File: src/rtl/inc_step_pipe_pkg.sv
// Shared types for the registered incrementer pipeline.
package inc_step_pipe_pkg;

  // Arithmetic mode selected per transaction.
  typedef enum logic {
    ModeWrap = 1'b0,
    ModeSat  = 1'b1
  } inc_mode_e;

  localparam logic MODE_WRAP = 1'b0;
  localparam logic MODE_SAT  = 1'b1;

endpackage

File: src/rtl/inc_step_pipe_skid_buf.sv
// Generic 2-entry valid/ready skid buffer. The main entry drives the output;
// the skid entry catches one extra word while the output is stalled.
module inc_step_pipe_skid_buf #(
  parameter int unsigned WIDTH = 17
) (
  input  logic             Clk,
  input  logic             Rst,
  input  logic [WIDTH-1:0] in_data,
  input  logic             in_valid,
  output logic             in_ready,
  output logic [WIDTH-1:0] out_data,
  output logic             out_valid,
  input  logic             out_ready
);

  logic [WIDTH-1:0] r_main_data;
  logic             r_main_valid;
  logic [WIDTH-1:0] r_skid_data;
  logic             r_skid_valid;
  logic             w_accept;
  logic             w_xfer;

  // in_ready comes straight from the skid flag, so it never depends on out_ready.
  assign in_ready  = !r_skid_valid;
  assign w_accept  = in_valid && !r_skid_valid;
  assign w_xfer    = r_main_valid && out_ready;
  assign out_data  = r_main_data;
  assign out_valid = r_main_valid;

  // Main/skid entry update; accept with skid full cannot happen as in_ready is low.
  always_ff @(posedge Clk) begin
    if (Rst) begin
      r_main_data  <= '0;
      r_main_valid <= 1'b0;
      r_skid_data  <= '0;
      r_skid_valid <= 1'b0;
    end else if (w_xfer) begin
      if (r_skid_valid) begin
        r_main_data  <= r_skid_data;
        r_main_valid <= 1'b1;
        r_skid_valid <= 1'b0;
      end else if (w_accept) begin
        r_main_data  <= in_data;
        r_main_valid <= 1'b1;
      end else begin
        r_main_valid <= 1'b0;
      end
    end else if (w_accept) begin
      if (!r_main_valid) begin
        r_main_data  <= in_data;
        r_main_valid <= 1'b1;
      end else begin
        r_skid_data  <= in_data;
        r_skid_valid <= 1'b1;
      end
    end
  end

endmodule

File: src/rtl/inc_step_pipe.sv
// Registered incrementer: d = a + step in wrap or saturate mode, with carry-out
// flag, a 2-entry skid on the output and a saturating overflow event counter.
module inc_step_pipe
  import inc_step_pipe_pkg::*;
#(
  parameter int unsigned DATAWIDTH = 16,
  parameter int unsigned CNTWIDTH  = 8
) (
  input  logic                 Clk,
  input  logic                 Rst,
  input  logic [DATAWIDTH-1:0] a,
  input  logic [DATAWIDTH-1:0] step,
  input  logic                 mode,
  input  logic                 in_valid,
  output logic                 in_ready,
  output logic [DATAWIDTH-1:0] d,
  output logic                 ovf,
  output logic                 out_valid,
  input  logic                 out_ready,
  output logic [CNTWIDTH-1:0]  ovf_count
);

  // Returns {ovf, d}; ovf is the carry-out in both modes.
  function automatic logic [DATAWIDTH:0] inc_calc(input logic [DATAWIDTH-1:0] a_v,
                                                  input logic [DATAWIDTH-1:0] step_v,
                                                  input logic             mode_v);
    logic [DATAWIDTH:0] sum;
    sum = {1'b0, a_v} + {1'b0, step_v};
    if (inc_mode_e'(mode_v) == ModeSat && sum[DATAWIDTH]) begin
      return {1'b1, {DATAWIDTH{1'b1}}};
    end
    return sum;
  endfunction

  logic [DATAWIDTH:0]  w_calc;
  logic [DATAWIDTH:0]  w_out;
  logic [CNTWIDTH-1:0] r_ovf_count;

  assign w_calc = inc_calc(a, step, mode);

  inc_step_pipe_skid_buf #(
    .WIDTH (DATAWIDTH + 1)
  ) u_skid (
    .Clk       (Clk),
    .Rst       (Rst),
    .in_data   (w_calc),
    .in_valid  (in_valid),
    .in_ready  (in_ready),
    .out_data  (w_out),
    .out_valid (out_valid),
    .out_ready (out_ready)
  );

  assign d         = w_out[DATAWIDTH-1:0];
  assign ovf       = w_out[DATAWIDTH];
  assign ovf_count = r_ovf_count;

  // Count overflow results as they leave the block, holding at all-ones.
  always_ff @(posedge Clk) begin
    if (Rst) begin
      r_ovf_count <= '0;
    end else if (out_valid && out_ready && ovf && (r_ovf_count != '1)) begin
      r_ovf_count <= r_ovf_count + 1'b1;
    end
  end

endmodule

File: config.mk
export PLATFORM = sky130hd
export DESIGN_NAME = inc_step_pipe
export DESIGN_NICKNAME = d
export VERILOG_FILES = /design/src/rtl/inc_step_pipe_pkg.sv /design/src/rtl/inc_step_pipe_skid_buf.sv /design/src/rtl/inc_step_pipe.sv
export SDC_FILE = /design/constraint.sdc
export NUM_CORES = 1
export LEC_CHECK = 0
export BUFFER_PORTS_ARGS = -buffer_cell sky130_fd_sc_hd__clkbuf_2
export CELL_PAD_IN_SITES_DETAIL_PLACEMENT = 0
export CELL_PAD_IN_SITES_GLOBAL_PLACEMENT = 1
export CORE_ASPECT_RATIO = 0.9
export CORE_MARGIN = 1
export CORE_UTILIZATION = 42
export CTS_CLUSTER_DIAMETER = 120
export DETAILED_ROUTE_END_ITERATION = 6
export PLACE_DENSITY = 0.86
export SLEW_MARGIN = 20
export SYNTH_ARGS = -nofsm -noshare
export SYNTH_HDL_FRONTEND = slang
export SYNTH_SLANG_ARGS = --single-unit
File: constraint.sdc
create_clock -name Clk -period 4.1 [get_ports Clk]
set_clock_uncertainty 0.15 [all_clocks]
set_input_delay 0.82 -clock Clk [delete_from_list [all_inputs] [get_ports Clk]]
set_output_delay 0.82 -clock Clk [all_outputs]
set_load 0.005 [all_outputs]
==> flow_metrics.env <==
export IMPL_cp_data_required_time_ns=4.09
export IMPL_synth_edff_count=0
export IMPL_slowest_delay_ns=0.45
export IMPL_yosys_warnings=0
export IMPL_netlist_area_um2=2430
export IMPL_drtAntennaViolNets=0
export IMPL_synth_seq_cells=44
export IMPL_worst_slew_pin_slew_ns=0.878
export IMPL_min_delay_start="u_skid.r_skid_data[16]"
export IMPL_detail_route_drc_violations=0
export IMPL_cts_inserted_buffers=5
export IMPL_async_flop_share=0
export IMPL_critical_path_arrival_ns=3.10
export IMPL_cap_violations=0
export IMPL_clockRootBuffer="sky130_fd_sc_hd__clkbuf_8"
export IMPL_yosys_cell_count_top_type="sky130_fd_sc_hd__dfxtp_1"
export IMPL_r2r_cells=6
export IMPL_rows=25
export IMPL_numPortBuffers=63
export IMPL_insertion_delay_ns=0.30
export IMPL_crit_cells=9
export IMPL_antenna_found_initial=0
export IMPL_final_layout_size_suffix_gt1_frac=0.251
export IMPL_area_occupied_by_multi_input_gates_um2=1460
export IMPL_placed_cells_incl_taps=390
export IMPL_ff2ff_setup_slack_ns=2.08
export IMPL_grt_total_usage=0.194
export IMPL_post_dr_wirelength_cell_um=13.7
export IMPL_netlist_area_leader_share=0.363
export IMPL_grt_overflow=0
export IMPL_ir_worst_vdd_uv=243
export IMPL_netlist_top_cell_by_area="sky130_fd_sc_hd__dfxtp_1"
export IMPL_postCtsSetupRepairBufs=0
export IMPL_post_route_cell_area_um2=2890
export IMPL_dominant_synthesized_flop_cell="sky130_fd_sc_hd__dfxtp_1"
export IMPL_cts_tree="built"
export IMPL_fill_cells=520
export IMPL_status="completed"
export IMPL_grt_pass1_vias=2070
export IMPL_rr_endpoint="ovf_count[5]"
export IMPL_syn_area_per_cell_um2=8.99
export IMPL_critPathSlowestCell="sky130_fd_sc_hd__fa_1"
export IMPL_finalWorstPathRequiredPeriod_ns=3.10
export IMPL_num_nets_final=385
export IMPL_power_mw=1.06
export IMPL_cts_resized_gates=0
export IMPL_cts_hold_buf=0
export IMPL_cts_num_sinks=44
export IMPL_diodes_inserted=0
export IMPL_unrepaired_setup_endpoints_after_global_routing="false"
export IMPL_first_iter_violations=92
export IMPL_whs_ns=0.336
export IMPL_dpl_cell_area_um2=2780
export IMPL_area_delta_synth_final_pct=19.0
export IMPL_max_clock_path_buffers=2
export IMPL_via_count=2232
export IMPL_yosysUniqueCellTypes=43
export IMPL_total_routed_length_mm=5.46
export IMPL_timing_critical_path_max_delay_family="compound AO/OA/AOI/OAI gates"
export IMPL_power_density_nw_per_um2=366
export IMPL_start_util=0.449
export IMPL_vias_per_cell=5.61
export IMPL_die_width_um=82.2
export IMPL_grt_max_degree=45
export IMPL_drtPass1Iterations=4
export IMPL_report_final_hold_viol_count=0
export IMPL_ys_seq_area_frac=0.363
export IMPL_max_clock_freq_mhz=322
export IMPL_regArea_um2=881
export IMPL_core_area_um2=5410
export IMPL_max_slew_violations=0
export IMPL_die_area_um2=6090
export IMPL_post_synth_main_area_contributors="sky130_fd_sc_hd__dfxtp_1, sky130_fd_sc_hd__a211oi_1, sky130_fd_sc_hd__ha_1"
export IMPL_first_pass_grt_wire_length_mm=8.99
export IMPL_die_h_um=74.1
export IMPL_hold_depth=2
export IMPL_dp_final_hpwl_mm=4.06
export IMPL_leak_nw=1.22
export IMPL_fin_cells=398
export IMPL_finalSetupViolations=0
export IMPL_postSynthNetCount=325
export IMPL_post_synth_most_frequent_cells="sky130_fd_sc_hd__dfxtp_1, sky130_fd_sc_hd__a211oi_1, sky130_fd_sc_hd__nor2_1, sky130_fd_sc_hd__a21oi_1, sky130_fd_sc_hd__ha_1"
export IMPL_r2r_start="ovf_count[0]"
export IMPL_critical_path_startpoint_type="primary input"
export IMPL_critPathCaptureType="flop"
export IMPL_largest_driver_fanout_on_the_critical_path=16
export IMPL_setup_tns_ns=0
export IMPL_post_synth_inst_count=270
export IMPL_cts_max_level=2
export IMPL_crit_chain="clkbuf_2, ha_1, fa_1, a211oi_2, o211ai_1, and2_4, a211o_2, a21oi_4, a211oi_1"
export IMPL_gp_congestion=0.769
export IMPL_number_of_i_o_pins=64
export IMPL_hold_end="u_skid.r_skid_data[16]"
export IMPL_critical_setup_path_class="primary input to flop"
export IMPL_worst_slew_margin_rel=0.414
export IMPL_cp_num_buf_inv=1
export IMPL_final_min_period_over_clock_period=0.757
export IMPL_worstHoldPathType="flop to flop"
export IMPL_worst_setup_hold_path_clk_slew_ns=0.08
## tightest hold or removal path, delay by kind of cell, from the launching register on
family | cells | cell delay, ns
AND/OR/NAND/NOR | 1 | 0.07
flip-flops | 1 | 0.32
AO/OA/AOI/OAI | 1 | 0.06
## where the power goes
part	leakage [nW]	switching [mW]	internal, mW
registers	0.360	0.0188	0.456
logic	0.804	0.144	0.113
clock network	0.0552	0.145	0.181
total	1.22	0.308	0.750
## cell families (layout without fill, tap and decap cells)
logic type,count (synthesis),count (layout),share of synthesized area
simple gates,69,69,0.135
buf+inv,18,79,0.0355
fa+ha+maj,18,18,0.0958
xor+xnor,20,20,0.0721
compound gates,100,100,0.294
flops,44,44,0.363
mux,1,1,0.00412
## cells in the final DEF (no fill, tap or decap), types with 5 or more instances in the layout
| cell type | Yosys | final |
|---|---|---|
| sky130_fd_sc_hd__a211oi_1 | 34 | 34 |
| sky130_fd_sc_hd__a21oi_1 | 18 | 18 |
| sky130_fd_sc_hd__clkbuf_2 | 1 | 63 |
| sky130_fd_sc_hd__clkbuf_8 | 0 | 5 |
| sky130_fd_sc_hd__dfxtp_1 | 44 | 44 |
| sky130_fd_sc_hd__ha_1 | 17 | 17 |
| sky130_fd_sc_hd__inv_1 | 5 | 5 |
| sky130_fd_sc_hd__nand2_1 | 14 | 14 |
| sky130_fd_sc_hd__nand3_1 | 9 | 9 |
| sky130_fd_sc_hd__nand4_1 | 6 | 6 |
| sky130_fd_sc_hd__nor2_1 | 25 | 25 |
| sky130_fd_sc_hd__o21ai_0 | 6 | 6 |
| sky130_fd_sc_hd__o22ai_1 | 16 | 16 |
| sky130_fd_sc_hd__xnor2_1 | 8 | 8 |
| sky130_fd_sc_hd__xor2_1 | 12 | 12 |
## how the worst max path moves through the flow
stage,from,to,slack (ns)
2_1_floorplan,a[0],u_skid.r_skid_data[6],1.08
3_3_place_gp,a[0],u_skid.out_data[0],0.72
3_5_place_dp,a[0],u_skid.out_data[12],0.68
4_1_cts,a[0],u_skid.out_data[11],1.0
5_1_grt,a[0],u_skid.r_skid_data[15],0.85
6_report,a[0],u_skid.out_data[13],1.0
## final cells by class
| class | instances | area share |
|---|---|---|
| inverter | 5 | 0.00649 |
| tap | 67 | 0.0290 |
| sequential | 44 | 0.305 |
| timing repair buffer | 66 | 0.117 |
| clock inverter | 2 | 0.0121 |
| clock buffer | 6 | 0.0251 |
| multi-input combinational | 208 | 0.506 |
## metal layers
metal  vias up  share of wire  global-route usage
met5         -              0                   0
met4         0          0.017              0.0838
met3         8          0.039              0.0368
met2        51           0.47               0.330
met1      1032           0.48               0.238
li1       1141              -                   -
## metrics by stage
stage / worst slack (ns) / utilization
floorplan: 1.08 / -
global placement: 0.715 / 0.514
detailed placement: 0.679 / 0.514
CTS: 0.999 / 0.534
global route: 0.851 / 0.534
finish: 0.998 / 0.534
## sequential cells by signal, summed over array words and instances, names as in the netlist
signal and count:
u_skid.out_data 17, u_skid.r_skid_data 17, ovf_count 8, u_skid.out_valid 1, u_skid.r_skid_valid 1
Note: power is estimated with default switching activity, not from simulation.
